<file path="config.mk">
export PLATFORM = sky130hd
export DESIGN_NAME = range_stream_source
export DESIGN_NICKNAME = d
export VERILOG_FILES = /design/src/rtl/range_stream_source.sv
export SDC_FILE = /design/constraint.sdc
export NUM_CORES = 1
export LEC_CHECK = 0
export CORE_ASPECT_RATIO = 1.75
export CORE_MARGIN = 3
export CORE_UTILIZATION = 25
export DETAILED_ROUTE_END_ITERATION = 8
export PLACE_DENSITY_LB_ADDON = 0.05
export SLEW_MARGIN = 5
export SYNTH_ARGS = -nofsm -noshare
export SYNTH_HDL_FRONTEND = slang
export SYNTH_SLANG_ARGS = --single-unit
</file>
<file path="constraint.sdc">
create_clock -name clock -period 3.48 [get_ports clock]
set_clock_uncertainty 0.1 [all_clocks]
set_input_delay 0.87 -clock clock [delete_from_list [all_inputs] [get_ports clock]]
set_output_delay 0.87 -clock clock [all_outputs]
set_load 0.005 [all_outputs]
</file>
<file path="src/rtl/range_stream_source.sv">
// Burst generator for the range-measurement consumer: emits a Galois-LFSR
// sample burst framed by go/finish and reports the max-min range it produced.
module range_stream_source #(
  parameter int               WIDTH = 10,
  parameter int               CNT_W = 8,
  parameter logic [WIDTH-1:0] TAPS  = 10'h240
) (
  input  logic             clock,
  input  logic             reset,
  input  logic             start,
  input  logic             abort,
  input  logic [WIDTH-1:0] seed,
  input  logic [CNT_W-1:0] count,
  output logic [WIDTH-1:0] data_out,
  output logic             go,
  output logic             finish,
  output logic             busy,
  output logic             done,
  output logic [WIDTH-1:0] expected_range
);

  typedef enum logic [1:0] {IDLE, STREAM, FINISH, DONE} state_t;

  state_t           state_q;
  logic [CNT_W-1:0] remaining_q;
  logic [WIDTH-1:0] lfsr_q, lfsr_d;
  logic [WIDTH-1:0] min_q, min_d;
  logic [WIDTH-1:0] max_q, max_d;
  logic [WIDTH-1:0] seed_fix;
  logic             accept;
  logic             last_sample;

  function automatic logic [WIDTH-1:0] lfsr_step(input logic [WIDTH-1:0] v);
    return (v >> 1) ^ (v[0] ? TAPS : '0);
  endfunction

  // A zero seed would lock the LFSR at zero forever.
  assign seed_fix    = (seed == '0) ? WIDTH'(1) : seed;
  assign accept      = (state_q == IDLE) && start && (count != '0);
  assign last_sample = (remaining_q == CNT_W'(1)) || abort;
  assign lfsr_d      = lfsr_step(lfsr_q);
  assign min_d       = (lfsr_q < min_q) ? lfsr_q : min_q;
  assign max_d       = (lfsr_q > max_q) ? lfsr_q : max_q;

  always_ff @(posedge clock or posedge reset) begin
    if (reset) begin
      state_q        <= IDLE;
      remaining_q    <= '0;
      data_out       <= '0;
      go             <= 1'b0;
      finish         <= 1'b0;
      busy           <= 1'b0;
      done           <= 1'b0;
      expected_range <= '0;
    end else begin
      case (state_q)
        IDLE: begin
          done <= 1'b0;
          if (accept) begin
            state_q     <= STREAM;
            remaining_q <= count;
            data_out    <= seed_fix;
            go          <= 1'b1;
            busy        <= 1'b1;
          end
        end
        STREAM: begin
          remaining_q <= remaining_q - CNT_W'(1);
          if (last_sample) begin
            // data_out keeps the final sample through FINISH.
            state_q <= FINISH;
            go      <= 1'b0;
            finish  <= 1'b1;
          end else begin
            data_out <= lfsr_d;
          end
        end
        FINISH: begin
          state_q        <= DONE;
          finish         <= 1'b0;
          busy           <= 1'b0;
          done           <= 1'b1;
          expected_range <= max_q - min_q;
        end
        default: begin
          state_q <= IDLE;
          done    <= 1'b0;
        end
      endcase
    end
  end

  // Sample generator and running extremes; only meaningful during a burst.
  always_ff @(posedge clock) begin
    if (accept) begin
      lfsr_q <= seed_fix;
      min_q  <= '1;
      max_q  <= '0;
    end else if (state_q == STREAM) begin
      lfsr_q <= lfsr_d;
      min_q  <= min_d;
      max_q  <= max_d;
    end
  end

endmodule

</file>
After elaboration in Yosys (flattened, before gate mapping). Cells that the tools add are included.

Bits in registers: 64. Output and inout bits: 24.

Add/sub/neg operators: 2. Order comparisons: 2. Equality and inequality tests: 6. Mux-type cells: 19. Bitwise gates (word level): 1. Reduce and logical (&&, ||, !) cells: 18.

Operators with widths (number): 10-bit two-way mux (6); 10-bit one-hot mux with 2 select lines (1); 8-bit one-hot mux with 2 select lines (1); 2-bit AND reduction (6); 10-bit > comparator (1); 10-bit logical NOT (1); 10-bit < comparator (1); 10-bit subtractor (1); 9-bit by 10-bit bitwise XOR with 10-bit output (1); 8-bit by 1-bit equality test with 1-bit output (second input constant) (1); 8-bit two-way mux (1); 1-bit one-hot mux with 2 select lines (4); 2-bit nonzero test (4); 8-bit nonzero test (1); 8-bit by 1-bit subtractor with 8-bit output (second input constant) (1); 2-bit != test (second input constant) (3); 2-bit one-hot mux with 3 select lines (1); 3-bit AND reduction (2); 2-bit two-way mux (2); 1-bit two-way mux (3); 2-bit by 1-bit equality test with 1-bit output (second input constant) (1); 2-bit equality test (second input constant) (1); 1-bit logical AND (2); 2-bit logical NOT (1); 1-bit logical OR (1).

Longest topological paths before layout. Gate-level depths: netlist (run 1).

Word-level depth: 5. Depth in mapped cells: 9. Mapped depth without buffers: 9.

Least setup slack after synthesis (run 1). Ideal clock, no wire load.

Kind: input -> register. From: input port count[6]. To: register lfsr_q[0] (enable). Setup time: 0.319 ns. Arrival: 2.048 ns. Required time: 3.061 ns. Setup slack: 1.012 ns. Cell stages on the path: 5. Path buffers: 2. Cell sequence: nor4_1 > a21o_1 > clkbuf_1 > clkbuf_1 > nand2_1.

Cells in the longest elaborated chain, start to end: 3.

RTL lines: start, declared (line 13) `input logic [CNT_W-1:0] count,`; 8-bit nonzero test (line 39) `assign accept = (state_q == IDLE) && start && (count != '0);`; 1-bit logical AND (line 39); 2-bit nonzero test (no line); end signal, assigned (line 96) `lfsr_q <= seed_fix;`; end signal, assigned (line 100) `lfsr_q <= lfsr_d;`; end, declared (line 26) `logic [WIDTH-1:0] lfsr_q, lfsr_d;`.

Every way passes these cells. A chain may end at the register's enable or synchronous reset.

Final worst setup path (run 1).
From: register lfsr_q[3]. To: register max_q[7].

Cells in the longest elaborated chain, start to end: 2.

RTL lines: 10-bit > comparator (line 43) `assign max_d = (lfsr_q > max_q) ? lfsr_q : max_q;`; 2-bit AND reduction (no line); end signal, assigned (line 102) `max_q <= max_d;`; end, declared (line 28) `logic [WIDTH-1:0] max_q, max_d;`.

Every way passes these cells.

==> insert_results.sql, run 1 <==
INSERT INTO impl_metrics (metric_group, metric, value, unit) VALUES
('power_and_ir_drop', 'ir_worst_vdd', '0.353', 'mV'),
('worst_setup_path', 'rr_startpoint', 'lfsr_q[3]', ''),
('placed_design', 'placer_congestion', '0.776', ''),
('placed_design', 'dp_hpwl', '9360', 'um'),
('global_route', 'grt_start_max_net_pins', '43', ''),
('sta', 'final-max-slew-violation-count', '0', ''),
('sta', 'post-route-period-util', '79.3', '%'),
('placed_design', 'post-place-ws', '0.493', 'ns'),
('sta', 'post-route-worst-setup-slack', '0.721', 'ns'),
('yosys', 'edff_count_synth', '10', ''),
('clock_network', 'root_buffer', 'sky130_fd_sc_hd__clkbuf_16', ''),
('worst_setup_path', 'cells_traversed_along_the_worst_timing_path', 'ha_1 -> a21oi_1 -> o21ai_0 -> a2111oi_1 -> or2_2 -> o21ai_0', ''),
('yosys', 'synth-main-ff-cell', 'sky130_fd_sc_hd__dfrtp_1', ''),
('global_route', 'grt_first_pass_wirelength', '19100', 'um'),
('worst_setup_path', 'worstPathBufferInverterCount', '0', ''),
('floorplan', 'die_height', '170', 'um'),
('worst_setup_path', 'critical_path.top_delay_family', 'compound AO/OA/AOI/OAI gates', ''),
('floorplan', 'die_area', '17000', 'um^2'),
('drt', 'num_vias', '3310', ''),
('yosys', 'synth_sequential_area_ratio', '40.3', '%'),
('placed_design', 'placement.cell_area', '4560', 'um^2'),
('outcome', 'outcome', 'completed', ''),
('sta', 'max_freq', '0.362', 'GHz'),
('worst_setup_path', 'regToRegSetupSlack', '0.72', 'ns'),
('drt', 'routed_wire_length_per_instance', '18.5', 'um'),
('clock_network', 'cts-hold-fix-buffers', '0', ''),
('floorplan', 'initial_core_util', '25.7', '%'),
('worst_hold_path', 'path_category_of_the_worst_min_delay_check', 'flip-flop to flip-flop', ''),
('worst_setup_path', 'cpMostUsedCell', 'sky130_fd_sc_hd__o21ai_0', ''),
('sta', 'tightestPinTransition', '0.956', 'ns'),
('floorplan', 'placeableCoreArea', '15000', 'um^2'),
('floorplan', 'placement_rows', '59', ''),
('global_route', 'grt_antenna_before_repair', '0', ''),
('yosys', 'yosys_warnings', '0', ''),
('clock_network', 'cts_resized', '0', ''),
('cells_and_area', 'num_antenna_cells', '0', ''),
('yosys', 'yosys.cell_types.count', '53', ''),
('clock_network', 'worstSkewPairLatency', '0.33', 'ns'),
('clock_network', 'cts_tree', 'built', ''),
('yosys', 'synth.ff_latch_count', '64', ''),
('cells_and_area', 'stdcell_area', '4870', 'um^2'),
('placed_design', 'quantity_of_i_o_buffers_inserted_on_ports', '45', ''),
('sta', 'rsz0062_at_grt', 'no', ''),
('drt', 'postRouteAntennaNets', '0', ''),
('worst_hold_path', 'holdPathEnd', 'expected_range[3]', ''),
('job', 'drv.max_cap_violation_count', '0', ''),
('worst_setup_path', 'critical_path.reg2reg.endpoint', 'max_q[7]', ''),
('sta', 'report.final.hold_viol_count', '0', ''),
('placed_design', 'dp_cells', '644', ''),
('global_route', 'first_global_vias', '3412', ''),
('yosys', 'async_flop_share', '53.1', '%'),
('clock_network', 'clock_tree_buffer_depth', '2', ''),
('yosys', 'syn_nets', '479', ''),
('drt', 'finalWirelength', '12200', 'um'),
('floorplan', 'die-width', '99.8', 'um'),
('drt', 'firstDrtPassIters', '4', ''),
('worst_hold_path', 'min_from', 'expected_range[3]', ''),
('worst_setup_path', 'ff2ff_path_depth', '6', ''),
('worst_setup_path', 'worst_setup_path_end_kind', 'flip-flop', ''),
('yosys', 'syn_inst', '423', ''),
('worst_setup_path', 'crit_cells', '6', ''),
('worst_setup_path', 'arrival', '2.87', 'ns'),
('global_route', 'globalRouteTotalUtil', '14.9', '%'),
('worst_setup_path', 'startpoint_type', 'flip-flop', ''),
('worst_setup_path', 'worst_ep_required_time', '3.59', 'ns'),
('power_and_ir_drop', 'pwr_density', '1060', 'nW/um^2'),
('worst_setup_path', 'critPathKind', 'flip-flop to flip-flop', ''),
('cells_and_area', 'final_layout_size_suffix_gt1_share', '8.39', '%'),
('yosys', 'mappedNetlistArea', '3850', 'um^2'),
('yosys', 'avgSynthCellArea', '9.10', 'um^2'),
('sta', 'setup-violations-final', '0', '');
[cells in the final DEF, fill, tap and decap left out, types with 4 or more instances in the layout]
master / Yosys / final
sky130_fd_sc_hd__or3_1: 7 / 7
sky130_fd_sc_hd__nor3_1: 5 / 5
sky130_fd_sc_hd__buf_4: 0 / 13
sky130_fd_sc_hd__a211oi_1: 4 / 4
sky130_fd_sc_hd__inv_1: 37 / 37
sky130_fd_sc_hd__a21oi_1: 17 / 16
sky130_fd_sc_hd__ha_1: 33 / 33
sky130_fd_sc_hd__o21a_1: 5 / 5
sky130_fd_sc_hd__nor4_1: 5 / 5
sky130_fd_sc_hd__o22ai_1: 5 / 5
sky130_fd_sc_hd__edfxtp_1: 10 / 10
sky130_fd_sc_hd__clkdlybuf4s50_1: 0 / 45
sky130_fd_sc_hd__dfxtp_1: 20 / 20
sky130_fd_sc_hd__dfrtp_1: 34 / 34
sky130_fd_sc_hd__a21o_1: 9 / 9
sky130_fd_sc_hd__a31oi_1: 10 / 10
sky130_fd_sc_hd__o211ai_1: 28 / 28
sky130_fd_sc_hd__o22a_1: 6 / 6
sky130_fd_sc_hd__nor2_1: 23 / 23
sky130_fd_sc_hd__nand2_1: 50 / 50
sky130_fd_sc_hd__xnor2_1: 4 / 4
sky130_fd_sc_hd__clkbuf_16: 0 / 9
sky130_fd_sc_hd__o21ai_0: 37 / 37
sky130_fd_sc_hd__o31ai_1: 9 / 9
[where the power goes]
part	internal (mW)	switching [mW]	total (mW)
clock network	0.621	0.350	0.971
registers	1.17	0.328	1.50
logic	1.21	1.48	2.69
[how the worst max path moves through the flow]
| stage | from | slack [ns] | to |
|---|---|---|---|
| finish | lfsr_q[3] | 0.72 | max_q[7] |
| global route | lfsr_q[7] | 0.47 | max_q[8] |
| CTS | lfsr_q[3] | 0.63 | max_q[7] |
| detailed placement | count[6] | 0.49 | remaining_q[7] |
| global placement | count[6] | 0.54 | remaining_q[7] |
| floorplan | count[6] | 1.01 | lfsr_q[0] |
[metal layers]
layer | GRT usage (%) | vias up | wire length, um
met5 | 0 | - | 0
met3 | 2.63 | 13 | 283
met1 | 15.4 | 1592 | 4640
li1 | - | 1657 | -
met4 | 4.82 | 0 | 223
met2 | 29.5 | 48 | 7090
[Yosys cell counts (3+ instances only)]
library cell | n | area, um^2
sky130_fd_sc_hd__o31ai_1 | 9 | 67.6
sky130_fd_sc_hd__o21a_1 | 5 | 37.5
sky130_fd_sc_hd__o22a_1 | 6 | 52.6
sky130_fd_sc_hd__o211ai_1 | 28 | 210
sky130_fd_sc_hd__dfxtp_1 | 20 | 400
sky130_fd_sc_hd__a211oi_1 | 4 | 30.0
sky130_fd_sc_hd__buf_2 | 4 | 20.0
sky130_fd_sc_hd__nor3_1 | 5 | 25.0
sky130_fd_sc_hd__nand2_1 | 50 | 188
sky130_fd_sc_hd__a21o_1 | 9 | 67.6
sky130_fd_sc_hd__xnor2_1 | 4 | 35.0
sky130_fd_sc_hd__nand2b_1 | 3 | 18.8
sky130_fd_sc_hd__o21ai_0 | 37 | 185
sky130_fd_sc_hd__mux2_2 | 3 | 33.8
sky130_fd_sc_hd__a21oi_1 | 17 | 85.1
sky130_fd_sc_hd__ha_1 | 33 | 413
sky130_fd_sc_hd__o22ai_1 | 5 | 31.3
sky130_fd_sc_hd__inv_1 | 37 | 139
sky130_fd_sc_hd__a31oi_1 | 10 | 62.6
sky130_fd_sc_hd__or3_1 | 7 | 43.8
sky130_fd_sc_hd__dfrtp_1 | 34 | 851
sky130_fd_sc_hd__clkbuf_1 | 16 | 60.1
sky130_fd_sc_hd__nor2_1 | 23 | 86.3
sky130_fd_sc_hd__edfxtp_1 | 10 | 300
sky130_fd_sc_hd__nor4_1 | 5 | 31.3
[flip-flops by register name (all words and copies together), names as in the netlist, 2 cells and up]
| name | flops |
|---|---|
| state_q | 2 |
| lfsr_q | 10 |
| expected_range | 10 |
| remaining_q | 8 |
| min_q | 10 |
| data_out | 10 |
| max_q | 10 |
[through the flow]
stage               utilization (%)  hold slack [ns]  power [mW]
floorplan                         -            0.373        3.20
global placement               30.4            0.363        4.23
detailed placement             30.4            0.369        4.26
CTS                            32.5            0.382        5.27
global route                   32.5            0.394        5.63
finish                         32.5            0.375        5.16
[worst register-to-register path, cell delays in order, from the launching register on]
cell and delay, ns:
sky130_fd_sc_hd__edfxtp_1 0.49, sky130_fd_sc_hd__ha_1 0.36, sky130_fd_sc_hd__a21oi_1 0.15, sky130_fd_sc_hd__o21ai_0 0.14, sky130_fd_sc_hd__a2111oi_1 0.91, sky130_fd_sc_hd__or2_2 0.37
sky130_fd_sc_hd__o21ai_0 0.12
[cell type report]
| cell class | instances | area [um^2] | share of cell area [%] |
|---|---|---|---|
| flip-flops and latches | 64 | 1550 | 31.8 |
| well taps | 183 | 229 | 4.70 |
| clock inverters | 7 | 86.3 | 1.77 |
| multi-input cells | 301 | 2070 | 42.6 |
| clock buffers | 9 | 225 | 4.62 |
| inverters | 37 | 139 | 2.85 |
| repair buffers | 59 | 568 | 11.7 |
[cells by family after synthesis]
| family | Yosys count | share of synthesized area [%] |
|---|---|---|
| AOI/OAI and AO/OA | 151 | 27.4 |
| and+or+nand+nor | 107 | 12.8 |
| buffers and inverters | 58 | 5.98 |
| xor gates and xnor gates | 4 | 0.910 |
| adders and majority gates | 34 | 11.2 |
| muxes | 5 | 1.40 |
| DFF | 64 | 40.3 |
Power figures use the tool's default switching activity.
==> inputs of run 2 (changes only) <==
==> constraint.sdc (replaced) <==
create_clock -name clock -period 2.3 [get_ports clock]
set_clock_uncertainty 0.1 [all_clocks]
set_input_delay 0.575 -clock clock [delete_from_list [all_inputs] [get_ports clock]]
set_output_delay 0.575 -clock clock [all_outputs]
set_load 0.005 [all_outputs]
==> run 2 against run 1 <==
  * First-iteration DRC count is 30% higher
  * Non-clock buffer count is 71 higher
  * Cell area is 14% higher
  * Global-route usage is 1.5 points higher
  * Register-to-register slack worse by 0.63 ns
  * Critical endpoint is now min_q[2]
  * Largest power group unchanged
==> insert_results.sql, run 2 (same netlist as run 1, synthesis figures left out) <==
INSERT INTO impl_metrics (metric_group, metric, value, unit) VALUES
('outcome', 'outcome', 'completed', ''),
('global_route', 'globalRouteTotalUtil', '16.4', '%'),
('drt', 'remaining_drc_errors', '0', ''),
('sta', 'max_freq', '0.452', 'GHz'),
('placed_design', 'placer_congestion', '0.864', ''),
('cells_and_area', 'mostFrequentLayoutCells', 'sky130_fd_sc_hd__buf_4 (78), sky130_fd_sc_hd__nand2_1 (50), sky130_fd_sc_hd__clkdlybuf4s50_1 (45)', ''),
('drt', 'routed_via_density', '4.99', ''),
('floorplan', 'die-width', '99.8', 'um'),
('cells_and_area', 'stdcell_area', '5540', 'um^2'),
('cells_and_area', 'num_antenna_cells', '0', ''),
('worst_setup_path', 'arrival', '2.32', 'ns'),
('placed_design', 'dp_hpwl', '10500', 'um'),
('drt', 'first_iter_violations', '136', ''),
('sta', 'tns', '0', 'ns'),
('worst_setup_path', 'worst_setup_path_end_kind', 'flip-flop', ''),
('clock_network', 'cts.sinks', '64', ''),
('global_route', 'grt_first_pass_wirelength', '20900', 'um'),
('floorplan', 'die_area', '17000', 'um^2'),
('sta', 'min_period', '2.21', 'ns'),
('floorplan', 'placeableCoreArea', '15000', 'um^2'),
('placed_design', 'quantity_of_i_o_buffers_inserted_on_ports', '45', ''),
('power_and_ir_drop', 'pwr-share-seq', '24.5', '%'),
('power_and_ir_drop', 'clock_power_share', '16.3', '%'),
('sta', 'setup-violations-final', '0', ''),
('clock_network', 'worstSkewPairLatency', '0.33', 'ns'),
('global_route', 'grt-ovfl-total', '0', ''),
('power_and_ir_drop', 'leakage', '2.44', 'nW'),
('worst_setup_path', 'critPathKind', 'flip-flop to flip-flop', ''),
('cells_and_area', 'final_layout_size_suffix_gt1_share', '22.6', '%'),
('sta', 'maxSlewHeadroom', '65.2', '%'),
('placed_design', 'placement.cell_area', '5080', 'um^2'),
('clock_network', 'clock_tree_buffer_depth', '2', ''),
('drt', 'finalWirelength', '13500', 'um'),
('clock_network', 'clock_slew_seen_by_the_registers_of_the_worst_setup_and_hold_paths', '0.06', 'ns'),
('worst_setup_path', 'startpoint_type', 'flip-flop', ''),
('power_and_ir_drop', 'ir_worst_vdd', '0.637', 'mV'),
('placed_design', 'dp_cells', '710', ''),
('cells_and_area', 'mostFrequentLayoutCell', 'sky130_fd_sc_hd__buf_4', ''),
('drt', 'num_vias', '3651', ''),
('sta', 'report.final.hold_viol_count', '0', ''),
('cells_and_area', 'area_growth_syn_to_layout', '43.8', '%'),
('global_route', 'grt_start_max_net_pins', '35', ''),
('global_route', 'grt_antenna_before_repair', '0', ''),
('clock_network', 'cts_tree', 'built', ''),
('floorplan', 'io-pin-count', '46', ''),
('sta', 'post-route-period-util', '96.3', '%'),
('power_and_ir_drop', 'power.switching_fraction', '41.0', '%'),
('job', 'drv.max_cap_violation_count', '0', ''),
('power_and_ir_drop', 'p_int', '5.22', 'mW'),
('power_and_ir_drop', 'combPwrFrac', '59.2', '%'),
('clock_network', 'cts-hold-fix-buffers', '0', ''),
('cells_and_area', 'finalCoreUtilization', '36.9', '%'),
('drt', 'postRouteAntennaNets', '0', ''),
('clock_network', 'h-tree-depth', '3', ''),
('floorplan', 'placement_rows', '59', ''),
('power_and_ir_drop', 'pwr_density', '1600', 'nW/um^2'),
('clock_network', 'root_buffer', 'sky130_fd_sc_hd__clkbuf_16', ''),
('power_and_ir_drop', 'pnr_total_power', '8.84', 'mW'),
('power_and_ir_drop', 'total_switching_power', '3.62', 'mW'),
('sta', 'tightestPinTransition', '0.522', 'ns'),
('sta', 'rsz0062_at_grt', 'yes', ''),
('cells_and_area', 'final_net_count', '599', ''),
('floorplan', 'initial_core_util', '25.7', '%'),
('worst_setup_path', 'critPathMaxFanout', '8', ''),
('clock_network', 'cts_made_buffers', '9', ''),
('worst_setup_path', 'worst_ep_required_time', '2.41', 'ns'),
('global_route', 'first_global_vias', '3837', ''),
('sta', 'final-max-slew-violation-count', '0', ''),
('drt', 'firstDrtPassIters', '4', ''),
('drt', 'routed_wire_length_per_instance', '18.4', 'um'),
('cells_and_area', 'stdcell_count', '731', ''),
('worst_hold_path', 'path_category_of_the_worst_min_delay_check', 'flip-flop to flip-flop', ''),
('floorplan', 'die_height', '170', 'um');
==> run 2: cell count changes in the layout (fill, tap and decap cells not counted), moves of 4 or more <==
cell                      previous run  this run
sky130_fd_sc_hd__buf_4              13        78
sky130_fd_sc_hd__buf_6               0         4
sky130_fd_sc_hd__ha_1               33        29
sky130_fd_sc_hd__ha_4                0         4
sky130_fd_sc_hd__o21ai_0            37        33
==> run 2: critical path, cell delays in order, from the launching register on <==
cell                        delay, ns
sky130_fd_sc_hd__edfxtp_1        0.48
sky130_fd_sc_hd__ha_4            0.26
sky130_fd_sc_hd__a21o_1          0.17
sky130_fd_sc_hd__a21o_1          0.17
sky130_fd_sc_hd__a2111oi_4       0.30
sky130_fd_sc_hd__buf_4           0.19
sky130_fd_sc_hd__o21a_1          0.17
sky130_fd_sc_hd__buf_6           0.16
sky130_fd_sc_hd__o211ai_1        0.10
==> run 2: final cells by class <==
class	instances	area (um^2)
fillers	1581	9450
multi-input cells	301	2170
flip-flops and latches	64	1550
repair buffers	130	1140
clock buffers	11	253
well taps	183	229
inverters	37	139
clock inverters	5	55.1
==> run 2: through the flow <==
step | setup WS (ns) | hold slack (ns)
CTS | 0.0168 | 0.389
global route | -0.0241 | 0.408
detailed placement | -0.423 | 0.376
floorplan | 0.0301 | 0.373
finish | 0.0860 | 0.379
global placement | -0.481 | 0.361
==> run 2: per-layer routing <==
layer	global-route usage (%)	part of all wire, %	wire [um]	up-vias
li1	-	-	-	1805
met1	15.7	35	4730	1760
met2	33.4	60	8030	67
met3	2.99	2.7	370	19
met4	6.18	2.5	337	0
met5	0	0	0	-
==> run 2: timing repair <==
action | in CTS | in global routing
setup buffers | 3 | 1
gates cloned | 0 | 1
setup endpoints to repair | 12 | 22
pin swaps | 6 | 4
resized for setup | 8 | 18
hold endpoints to repair | 0 | 0
==> run 2: path summary, 6_finish.rpt <==
check	start	slack, ns	depth (start not counted)	end
max in group asynchronous	reset	1.16	3	data_out[3]
min in group asynchronous	reset	0.57	3	data_out[7]
setup / recovery	lfsr_q[7]	0.09	8	min_q[2]
hold reg to reg	expected_range[9]	0.38	2	expected_range[9]
setup reg to reg	lfsr_q[7]	0.09	8	min_q[2]
hold / removal	expected_range[9]	0.38	2	expected_range[9]
==> run 2: power groups by stage <==
stage / Clock, mW / Sequential, mW / Combinational [mW]
floorplan: 0 / 2.14 / 2.70
global placement: 0 / 2.18 / 4.95
detailed placement: 0 / 2.18 / 4.96
CTS: 1.48 / 2.16 / 5.11
global route: 1.53 / 2.26 / 5.84
finish: 1.44 / 2.16 / 5.24
==> inputs of run 3 (changes only) <==
--- a/config.mk
+++ b/config.mk
@@ -5,6 +5,7 @@
 export SDC_FILE = /design/constraint.sdc
 export NUM_CORES = 1
 export LEC_CHECK = 0
+export ABC_AREA = 1
 export CORE_ASPECT_RATIO = 1.75
 export CORE_MARGIN = 3
 export CORE_UTILIZATION = 25
==> run 3 against run 2 <==
  * Critical path type unchanged
  * Flip-flop and latch count did not move
  * Critical endpoint is now max_q[8]
  * Largest cell class unchanged
  * Clock power rose by 12%
  * Via count is 2.1% lower
  * Highest routed layer unchanged
  * Combinational power fell by 11%
==> insert_results.sql, run 3 <==
INSERT INTO impl_metrics (metric_group, metric, value, unit) VALUES
('floorplan', 'placement_rows', '60', ''),
('yosys', 'avgSynthCellArea', '7.24', 'um^2'),
('global_route', 'globalRouteTotalUtil', '13.8', '%'),
('drt', 'remaining_drc_errors', '0', ''),
('sta', 'max_freq', '0.486', 'GHz'),
('drt', 'firstDrtPassIters', '4', ''),
('worst_setup_path', 'critPathKind', 'flip-flop to flip-flop', ''),
('global_route', 'grt_first_pass_wirelength', '18800', 'um'),
('yosys', 'synth.ff_latch_count', '64', ''),
('yosys', 'synth_sequential_area_ratio', '39.0', '%'),
('cells_and_area', 'stdcell_count', '796', ''),
('yosys', 'post_synth_most_frequent_cells', 'sky130_fd_sc_hd__nand2_1 (167), sky130_fd_sc_hd__inv_1 (77), sky130_fd_sc_hd__nand3_1 (46)', ''),
('sta', 'post-route-period-util', '89.4', '%'),
('power_and_ir_drop', 'pwr_density', '1670', 'nW/um^2'),
('sta', 'min_period', '2.06', 'ns'),
('yosys', 'syn_inst', '550', ''),
('placed_design', 'dp_hpwl', '8880', 'um'),
('yosys', 'yosys.cell_types.count', '28', ''),
('drt', 'num_vias', '3573', ''),
('sta', 'final-max-slew-violation-count', '0', ''),
('power_and_ir_drop', 'ir_worst_vdd', '0.444', 'mV'),
('clock_network', 'cts_tree', 'built', ''),
('worst_setup_path', 'critical_path.reg2reg.endpoint', 'max_q[8]', ''),
('yosys', 'edff_count_synth', '10', ''),
('job', 'drv.max_cap_violation_count', '0', ''),
('placed_design', 'placer_congestion', '0.731', ''),
('drt', 'detail_route.wirelength.met1', '4520', 'um'),
('global_route', 'grt_antenna_before_repair', '0', ''),
('floorplan', 'die_height', '173', 'um'),
('yosys', 'yosys_warnings', '0', ''),
('clock_network', 'worstSkewPairLatency', '0.33', 'ns'),
('cells_and_area', 'area_growth_syn_to_layout', '27.6', '%'),
('sta', 'maxSlewHeadroom', '67.7', '%'),
('cells_and_area', 'num_antenna_cells', '0', ''),
('yosys', 'netlist.area_leader.share', '21.4', '%'),
('drt', 'routed_via_density', '4.49', ''),
('cells_and_area', 'stdcell_area', '5080', 'um^2'),
('clock_network', 'cts_made_buffers', '9', ''),
('global_route', 'grt-ovfl-total', '0', ''),
('floorplan', 'initial_core_util', '25.8', '%'),
('sta', 'setup-violations-final', '0', ''),
('worst_hold_path', 'min_from', 'min_q[6]', ''),
('global_route', 'first_global_vias', '3625', ''),
('placed_design', 'placement.cell_area', '4710', 'um^2'),
('global_route', 'grt_start_max_net_pins', '35', ''),
('drt', 'postRouteAntennaNets', '0', ''),
('clock_network', 'cts.repair_timing.setup_buffer_count', '0', ''),
('drt', 'routed.top_layer', 'met4', ''),
('placed_design', 'dp_cells', '777', ''),
('worst_setup_path', 'worst_ep_required_time', '2.43', 'ns'),
('yosys', 'most_frequent_cell_after_synthesis', 'sky130_fd_sc_hd__nand2_1', ''),
('drt', 'first_iter_violations', '151', ''),
('clock_network', 'clock_slew_seen_by_the_registers_of_the_worst_setup_and_hold_paths', '0.06', 'ns'),
('drt', 'met3RoutedLength', '288', 'um'),
('floorplan', 'die-width', '101', 'um'),
('yosys', 'synth-main-ff-cell', 'sky130_fd_sc_hd__dfrtp_1', ''),
('drt', 'routed_wire_length_per_instance', '14.5', 'um'),
('floorplan', 'io-pin-count', '46', ''),
('clock_network', 'cts.sinks', '64', ''),
('yosys', 'mappedNetlistArea', '3980', 'um^2'),
('yosys', 'syn_nets', '606', ''),
('drt', 'dr_wl_met2', '6500', 'um'),
('worst_setup_path', 'rr_startpoint', 'lfsr_q[5]', ''),
('cells_and_area', 'mostFrequentLayoutCells', 'sky130_fd_sc_hd__nand2_1 (166), sky130_fd_sc_hd__inv_1 (76), sky130_fd_sc_hd__nand3_1 (46)', ''),
('drt', 'finalWirelength', '11500', 'um'),
('cells_and_area', 'finalCoreUtilization', '32.9', '%'),
('clock_network', 'root_buffer', 'sky130_fd_sc_hd__clkbuf_16', ''),
('clock_network', 'clock_tree_buffer_depth', '2', ''),
('sta', 'rsz0062_at_grt', 'no', ''),
('placed_design', 'quantity_of_i_o_buffers_inserted_on_ports', '45', ''),
('worst_setup_path', 'arrival', '2.18', 'ns'),
('cells_and_area', 'n_fill_cell', '1702', ''),
('floorplan', 'placeableCoreArea', '15500', 'um^2'),
('yosys', 'synth.largest_area_cell', 'sky130_fd_sc_hd__dfrtp_1', ''),
('cells_and_area', 'mostFrequentLayoutCell', 'sky130_fd_sc_hd__nand2_1', ''),
('yosys', 'synth.top_cells.by_area', 'sky130_fd_sc_hd__dfrtp_1 (21%), sky130_fd_sc_hd__nand2_1 (16%), sky130_fd_sc_hd__ha_1 (10%)', ''),
('worst_setup_path', 'startpoint_type', 'flip-flop', ''),
('cells_and_area', 'multiInputGateArea', '2020', 'um^2'),
('worst_setup_path', 'critPathMaxFanout', '5', ''),
('floorplan', 'die_area', '17500', 'um^2'),
('worst_hold_path', 'path_category_of_the_worst_min_delay_check', 'flip-flop to flip-flop', ''),
('worst_setup_path', 'ff2ff_path_depth', '8', ''),
('power_and_ir_drop', 'pnr_total_power', '8.51', 'mW'),
('cells_and_area', 'final_net_count', '661', ''),
('cells_and_area', 'final_layout_size_suffix_gt1_share', '7.70', '%'),
('worst_setup_path', 'worst_setup_path_end_kind', 'flip-flop', ''),
('sta', 'report.final.hold_viol_count', '0', ''),
('sta', 'tns', '0', 'ns'),
('worst_hold_path', 'holdPathEnd', 'min_q[6]', ''),
('cells_and_area', 'seqCellArea', '1550', 'um^2'),
('sta', 'tightestPinTransition', '0.485', 'ns'),
('outcome', 'outcome', 'completed', ''),
('worst_hold_path', 'min_delay_path_depth', '2', ''),
('worst_setup_path', 'regToRegSetupSlack', '0.24', 'ns'),
('clock_network', 'h-tree-depth', '3', ''),
('yosys', 'async_flop_share', '53.1', '%'),
('power_and_ir_drop', 'leakage', '2.56', 'nW');
## run 3: cell count changes in the layout (fill, tap and decap cells not counted), sizes merged, moves of 14 or more
cell    delta
o211ai    -29
buf       -69
o21ai     +14
nor2      +14
nand3     +46
nand2    +119
inv       +42
## run 3: logic make-up after synthesis
family	Yosys count	synth area share [%]
compound gates	77	10.2
xor+xnor	4	0.880
fa+ha+maj	34	10.9
buf+inv	100	10.5
flops	64	39.0
simple gates	271	28.6
## run 3: final cells by class
| class | instances | share of cell area [%] |
|---|---|---|
| Clock buffer | 9 | 4.43 |
| Timing Repair Buffer | 61 | 12.0 |
| Tap cell | 186 | 4.58 |
| Timing Repair inverter | 3 | 0.443 |
| Inverter | 80 | 5.98 |
| Clock inverter | 7 | 2.36 |
| Sequential cell | 64 | 30.5 |
| Multi-Input combinational cell | 386 | 39.7 |
## run 3: worst max-delay path, cell delays in order, from the launching register on
cell and delay [ns]:
sky130_fd_sc_hd__edfxtp_1 0.49, sky130_fd_sc_hd__ha_1 0.35, sky130_fd_sc_hd__nand2_1 0.08, sky130_fd_sc_hd__nor2_1 0.16, sky130_fd_sc_hd__nand3b_1 0.11, sky130_fd_sc_hd__nand2_2 0.21, sky130_fd_sc_hd__clkinvlp_4 0.21, sky130_fd_sc_hd__a21oi_1 0.19
sky130_fd_sc_hd__nor2_1 0.06
## run 3: report_power, final
| group | internal [mW] | total [mW] | switching (mW) |
|---|---|---|---|
| registers | 1.81 | 2.27 | 0.460 |
| logic | 1.90 | 4.64 | 2.74 |
| clock network | 1.06 | 1.61 | 0.545 |
## run 3: through the flow
stage | setup slack [ns] | hold WS [ns]
4_1_cts | 0.156 | 0.360
6_report | 0.244 | 0.355
2_1_floorplan | 0.421 | 0.329
3_3_place_gp | 0.0434 | 0.340
3_5_place_dp | 0.0318 | 0.344
5_1_grt | 0.0428 | 0.377
## run 3: layer usage
layer,vias to the layer above,track usage (%)
li1,1870,-
met1,1642,15.0
met2,47,26.0
met3,14,2.34
met4,0,4.49
met5,-,0
## run 3: timing repair
item / 4_1_cts / 5_1_grt
endpoints found under the setup margin: 0 / 6
resized for setup: 0 / 6
hold buffers: 0 / 0
## run 3: how the worst max path moves through the flow
stage               startpoint   endpoint  depth (start not counted)
finish               lfsr_q[5]   max_q[8]                          8
global route         lfsr_q[9]   max_q[8]                          8
CTS                  lfsr_q[9]   max_q[5]                          9
detailed placement    count[5]  lfsr_q[3]                          7
global placement      count[5]  lfsr_q[4]                          7
floorplan             count[1]  lfsr_q[0]                          6
